==> config.mk <==
export PLATFORM = sky130hd
export DESIGN_NAME = preg_free_arbiter
export DESIGN_NICKNAME = d
export VERILOG_FILES = /design/src/rtl/preg_free_arbiter_pkg.sv /design/src/rtl/preg_fifo.sv /design/src/rtl/preg_free_arbiter.sv
export SDC_FILE = /design/constraint.sdc
export NUM_CORES = 1
export LEC_CHECK = 0
export CORE_ASPECT_RATIO = 1.75
export CORE_MARGIN = 1
export CORE_UTILIZATION = 27
export DETAILED_ROUTE_END_ITERATION = 16
export PLACE_DENSITY_LB_ADDON = 0.15
export REMOVE_ABC_BUFFERS = 1
export SLEW_MARGIN = 20
export SYNTH_ARGS = -nofsm -noshare
export SYNTH_HDL_FRONTEND = slang
export SYNTH_HIERARCHICAL = 1
export SYNTH_SLANG_ARGS = --single-unit
==> constraint.sdc <==
create_clock -name clk -period 2.5 [get_ports clk]
set_input_delay 0.375 -clock clk [delete_from_list [all_inputs] [get_ports clk]]
set_output_delay 0.375 -clock clk [all_outputs]
set_load 0.005 [all_outputs]
==> src/rtl/preg_free_arbiter_pkg.sv <==
// preg_free_arbiter_pkg: shared tag width and grant-source encoding for the free-list return arbiter
package preg_free_arbiter_pkg;
    localparam int PREG_W = 7;
    typedef enum logic {SRC_CMT, SRC_SQ} src_e;
endpackage

==> src/rtl/preg_fifo.sv <==
// preg_fifo: circular-buffer FIFO of physical register tags with an explicit occupancy count
module preg_fifo #(
    parameter int DEPTH  = 4,
    parameter int PREG_W = 7
) (
    input  logic                     clk,
    input  logic                     reset,
    input  logic                     push,
    input  logic [PREG_W-1:0]        din,
    input  logic                     pop,
    output logic [PREG_W-1:0]        head,
    output logic                     full,
    output logic                     empty,
    output logic [$clog2(DEPTH):0]   count
);
    localparam int AW = $clog2(DEPTH);

    logic [PREG_W-1:0] mem [DEPTH];
    logic [AW-1:0]     wr_ptr;
    logic [AW-1:0]     rd_ptr;
    logic              do_push;
    logic              do_pop;

    assign full    = count == (AW+1)'(DEPTH);
    assign empty   = count == '0;
    assign head    = mem[rd_ptr];
    assign do_push = push && !full;
    assign do_pop  = pop && !empty;

    always_ff @(posedge clk or negedge reset) begin
        if (!reset) begin
            wr_ptr <= '0;
            rd_ptr <= '0;
            count  <= '0;
        end else begin
            if (do_push) wr_ptr <= wr_ptr + 1'b1;
            if (do_pop) rd_ptr <= rd_ptr + 1'b1;
            count <= count + (AW+1)'(do_push) - (AW+1)'(do_pop);
        end
    end

    always_ff @(posedge clk) begin
        if (do_push) mem[wr_ptr] <= din;
    end
endmodule

==> src/rtl/preg_free_arbiter.sv <==
// preg_free_arbiter: round-robin merge of ROB commit and squash-walk tag returns onto the
// free list's single registered write port
module preg_free_arbiter #(
    parameter int DEPTH  = 4,
    parameter int PREG_W = 7
) (
    input  logic                        clk,
    input  logic                        reset,
    input  logic                        cmt_valid,
    input  logic [PREG_W-1:0]           cmt_preg,
    output logic                        cmt_ready,
    input  logic                        sq_valid,
    input  logic [PREG_W-1:0]           sq_preg,
    output logic                        sq_ready,
    input  logic                        fl_hold,
    output logic                        fl_write_en,
    output logic [PREG_W-1:0]           fl_data,
    output logic [$clog2(2*DEPTH):0]    pending
);
    import preg_free_arbiter_pkg::*;

    localparam int CW = $clog2(DEPTH) + 1;
    localparam int PW = $clog2(2*DEPTH) + 1;

    logic              cmt_push, sq_push;
    logic              cmt_full, sq_full;
    logic              cmt_empty, sq_empty;
    logic [PREG_W-1:0] cmt_head, sq_head;
    logic [CW-1:0]     cmt_count, sq_count;
    logic              gnt_cmt, gnt_sq;
    src_e              last_grant;

    assign cmt_ready = !cmt_full;
    assign sq_ready  = !sq_full;
    // Tag 0 is never a freeable register: handshake completes but nothing is queued
    assign cmt_push  = cmt_valid && cmt_ready && (cmt_preg != '0);
    assign sq_push   = sq_valid && sq_ready && (sq_preg != '0);

    assign gnt_cmt = !fl_hold && !cmt_empty && (sq_empty || last_grant == SRC_SQ);
    assign gnt_sq  = !fl_hold && !sq_empty && (cmt_empty || last_grant == SRC_CMT);
    assign pending = PW'(cmt_count) + PW'(sq_count);

    preg_fifo #(.DEPTH(DEPTH), .PREG_W(PREG_W)) u_cmt_fifo (
        .clk   (clk),
        .reset (reset),
        .push  (cmt_push),
        .din   (cmt_preg),
        .pop   (gnt_cmt),
        .head  (cmt_head),
        .full  (cmt_full),
        .empty (cmt_empty),
        .count (cmt_count)
    );

    preg_fifo #(.DEPTH(DEPTH), .PREG_W(PREG_W)) u_sq_fifo (
        .clk   (clk),
        .reset (reset),
        .push  (sq_push),
        .din   (sq_preg),
        .pop   (gnt_sq),
        .head  (sq_head),
        .full  (sq_full),
        .empty (sq_empty),
        .count (sq_count)
    );

    always_ff @(posedge clk or negedge reset) begin
        if (!reset) begin
            last_grant  <= SRC_SQ;
            fl_write_en <= 1'b0;
            fl_data     <= '0;
        end else begin
            fl_write_en <= gnt_cmt || gnt_sq;
            if (gnt_cmt || gnt_sq) begin
                fl_data    <= gnt_cmt ? cmt_head : sq_head;
                last_grant <= gnt_cmt ? SRC_CMT : SRC_SQ;
            end
        end
    end
endmodule

==> flow_summary.toml <==
[global_routing]
grt_use_total = 0.125
overflow = 0
grt_pass1_vias = 2201
grt_max_degree = 24
grt_pass1_wl_um = 12200
antenna_found_initial = 0

[synthesis]
async_flop_share = 0.291
ys_seq_area_frac = 0.634
syn-cell-area_sq_um = 3560
syn_avg_cell_area_sq_um = 15.8
netlist_instances = 226
yosysTopAreaCell = "edfxtp_1"
synthTopCellsByArea = "edfxtp_1 (47%), dfrtp_1 (15%), mux4_2 (8.9%), ha_1 (5.3%), xnor2_1 (2.2%)"
yosysUniqueCellTypes = 34
yosys_warnings = 6
ys_ff_latch = 79
synth_edf_count = 56
ys.flop_type = "edfxtp_1"
synthDominantCellAreaShare = 0.472

[route]
totalWireLength_um = 7600
wl_per_cell_um = 16.1
drc_errors = 0
first_iter_violations = 58
drtPass1Iterations = 4
ant_nets = 0
viasPerCell = 4.44
via_count = 2091

[pwr]
clkPwrFrac = 0.246
p_seq_frac = 0.371
p_leak_uw = 0.00178
power.switching_uw = 1840
p_int_uw = 3870
switching_share = 0.321
p_per_area_nw_per_um2 = 1220
power_uw = 5710
p_comb_frac = 0.383
peakVddDrop_mv = 0.458

[sta]
min_period_ns = 2.40
rsz0062_at_grt = "false"
slew_violations = 0
setup_viol = 0
tightest_slew_ns = 0.551
setup_tns_ns = 0
fin_skew_ns = 0.00463
fmax_ghz = 0.417
relSlewSlack = 0.633
fin_hold_ws_ns = 0.407
finalCritPeriodShare = 0.958
hold_viol_final = 0

[clocking]
cts_buffers = 9
cts_tree = "done"
ctsLongestPathBuffers = 2
holdBufCountCts = 0
cts.sinks = 79
clk_latency_ns = 0.33
clk_pin_slew_ns = 0.06
h-tree-depth = 3
cts_root_buf = "clkbuf_16"

[floorplanning]
core_area_sq_um = 12900
die-area_sq_um = 13700
die_w_um = 88.8
dieHeight_um = 154
start_util = 0.277
ios = 33
num_rows = 55

[layout]
fin_nets = 332
num-fill-cells = 1261
diodes = 0
final_core_util = 0.363
layout-drive-gt1-share = 0.247
register_area_sq_um = 2260
multi_input_area_sq_um = 1220
syn2layout_area_growth_pct = 31.2
stdcell_area_sq_um = 4670

[placement]
dp_hpwl_um = 5620
dpl_cell_area_sq_um = 4290
gp_congestion = 0.742
portBuffers = 32

[setup_path]
required_ns = 2.76
r2r_cells = 11
regToRegEndpoint = "u_sq_fifo/count[2]$_DFF_PN0_"
slowest_delay_ns = 0.54
critPathTopFamily = "adder cells"
crit_type = "in -> reg"
r2r_slack_ns = 0.18
path_buf_inv = 3
critPathCaptureType = "register"
cp_cell_sequence = "clkdlybuf4s50_1, nor4_4, buf_4, nand2_1, and3_2, nand2b_1, ha_1, inv_1, ha_1, fa_1, xnor2_1, xnor2_1"
arrival_ns = 2.65
crit_fanout = 9
crit_path_start_kind = "primary input"
cpMaxStageDelayCell = "clkdlybuf4s50_1"
r2r-start = "u_sq_fifo/count[1]$_DFF_PN0_"

[run_status]
outcome = "finished clean"

[job]
drv_cap = 0

[worst_hold_path]
hold_class = "in -> async"
## worst register-to-register path, stage by stage, from the launching register on
cell and delay, ns:
dfrtp_1 0.39, nor3_2 0.28, buf_4 0.19, a211oi_2 0.05, o31ai_1 0.09, inv_1 0.08
ha_1 0.27, inv_1 0.04, ha_1 0.18, fa_1 0.37, xnor2_1 0.14, xnor2_1 0.12
## flip-flops by register name (all words and copies together), names as in the netlist
signal             flops
u_cmt_fifo/count       3
u_cmt_fifo/mem        28
last_grant             1
fl_data                7
u_sq_fifo/count        3
u_sq_fifo/rd_ptr       2
u_cmt_fifo/rd_ptr      2
u_cmt_fifo/wr_ptr      2
u_sq_fifo/mem         28
fl_write_en            1
u_sq_fifo/wr_ptr       2
## synthesized netlist by cell type, types with 2 or more instances
library cell and number:
or2_1 2, nand2b_1 8, nor3b_4 2, o31ai_1 3, xnor2_1 9, buf_6 2
edfxtp_1 56, nand3_1 6, fa_1 3, and3b_1 8, ha_1 15, dfrtp_1 22
nand4bb_1 4, mux4_2 14, a31oi_1 6, o21ai_1 6, buf_4 2, nor3_1 4
clkbuf_1 2, and3_1 2, o311ai_1 2, a21o_1 2, inv_1 20, nor2_1 8
o211ai_1 4, nand2_1 5, nor4_1 2
## placed cells by master, fill, tap and decap left out, drive strengths merged, types with 4 or more instances in the layout
cell	Yosys	layout
clkdlybuf4s50	0	27
dfrtp	22	22
nand2	5	5
buf	5	33
nand2b	8	8
nor3	4	4
a31oi	6	6
mux4	14	14
clkbuf	2	10
edfxtp	56	56
ha	15	15
xnor2	9	9
o211ai	4	4
nand4bb	4	4
nand3	6	6
and3b	8	8
inv	20	21
nor2	9	9
o21ai	6	6
## per-layer routing
| layer | global-route usage | share of wire |
|---|---|---|
| met5 | 0 | 0 |
| met4 | 0.0722 | 0.036 |
| met3 | 0.0236 | 0.029 |
| met2 | 0.214 | 0.55 |
| met1 | 0.140 | 0.39 |
## timing repair
item                                    4_1_cts  5_1_grt
setup buffers                                 0        0
endpoints found under the setup margin        4        3
gates resized for setup                       6        9
pin swaps                                     2        2
## through the flow
step | instances | setup slack (ns)
2_1_floorplan | 219 | -0.101
3_5_place_dp | 455 | -0.426
5_1_grt | 471 | 0.000941
3_3_place_gp | 455 | -0.387
4_1_cts | 471 | 0.00443
6_report | 471 | 0.104
## how the worst max path moves through the flow
stage                             startpoint                             to  slack [ns]  cells after the start
4_1_cts                          cmt_preg[6]  u_cmt_fifo/count[2]$_DFF_PN0_       0.004                     12
6_report                         cmt_preg[6]  u_cmt_fifo/count[2]$_DFF_PN0_        0.10                     12
3_3_place_gp                     cmt_preg[5]  u_cmt_fifo/count[2]$_DFF_PN0_       -0.39                     12
2_1_floorplan  u_cmt_fifo/count[1]$_DFF_PN0_  u_cmt_fifo/count[2]$_DFF_PN0_       -0.10                     11
3_5_place_dp                      sq_preg[2]   u_sq_fifo/count[2]$_DFF_PN0_       -0.43                     12
5_1_grt                          cmt_preg[6]  u_cmt_fifo/count[2]$_DFF_PN0_      0.0009                     12
## cells by family (layout without fill, tap and decap cells)
logic type	count (synthesis)	count (layout)	synth area share
compound gates	27	27	0.0534
simple gates	52	52	0.0970
mux	14	14	0.0885
xor+xnor	9	9	0.0221
buf+inv	27	101	0.0351
flops	79	79	0.634
fa+ha+maj	18	18	0.0696
## layout make-up
cell class                      instances  share of cell area
Sequential cell                        79               0.484
Multi-Input combinational cell        120               0.261
Timing Repair Buffer                   65               0.124
Clock buffer                           10              0.0490
Tap cell                              171              0.0458
Clock inverter                          6              0.0201
Inverter                               20              0.0161
## power by group through the flow
stage	logic, uW	registers [uW]	clock network (uW)
2_1_floorplan	1210	2130	0
3_3_place_gp	2250	2130	0
3_5_place_dp	2250	2140	0
4_1_cts	2240	2120	1450
5_1_grt	2440	2170	1500
6_report	2190	2120	1410
(Power assumes the default switching activity.)
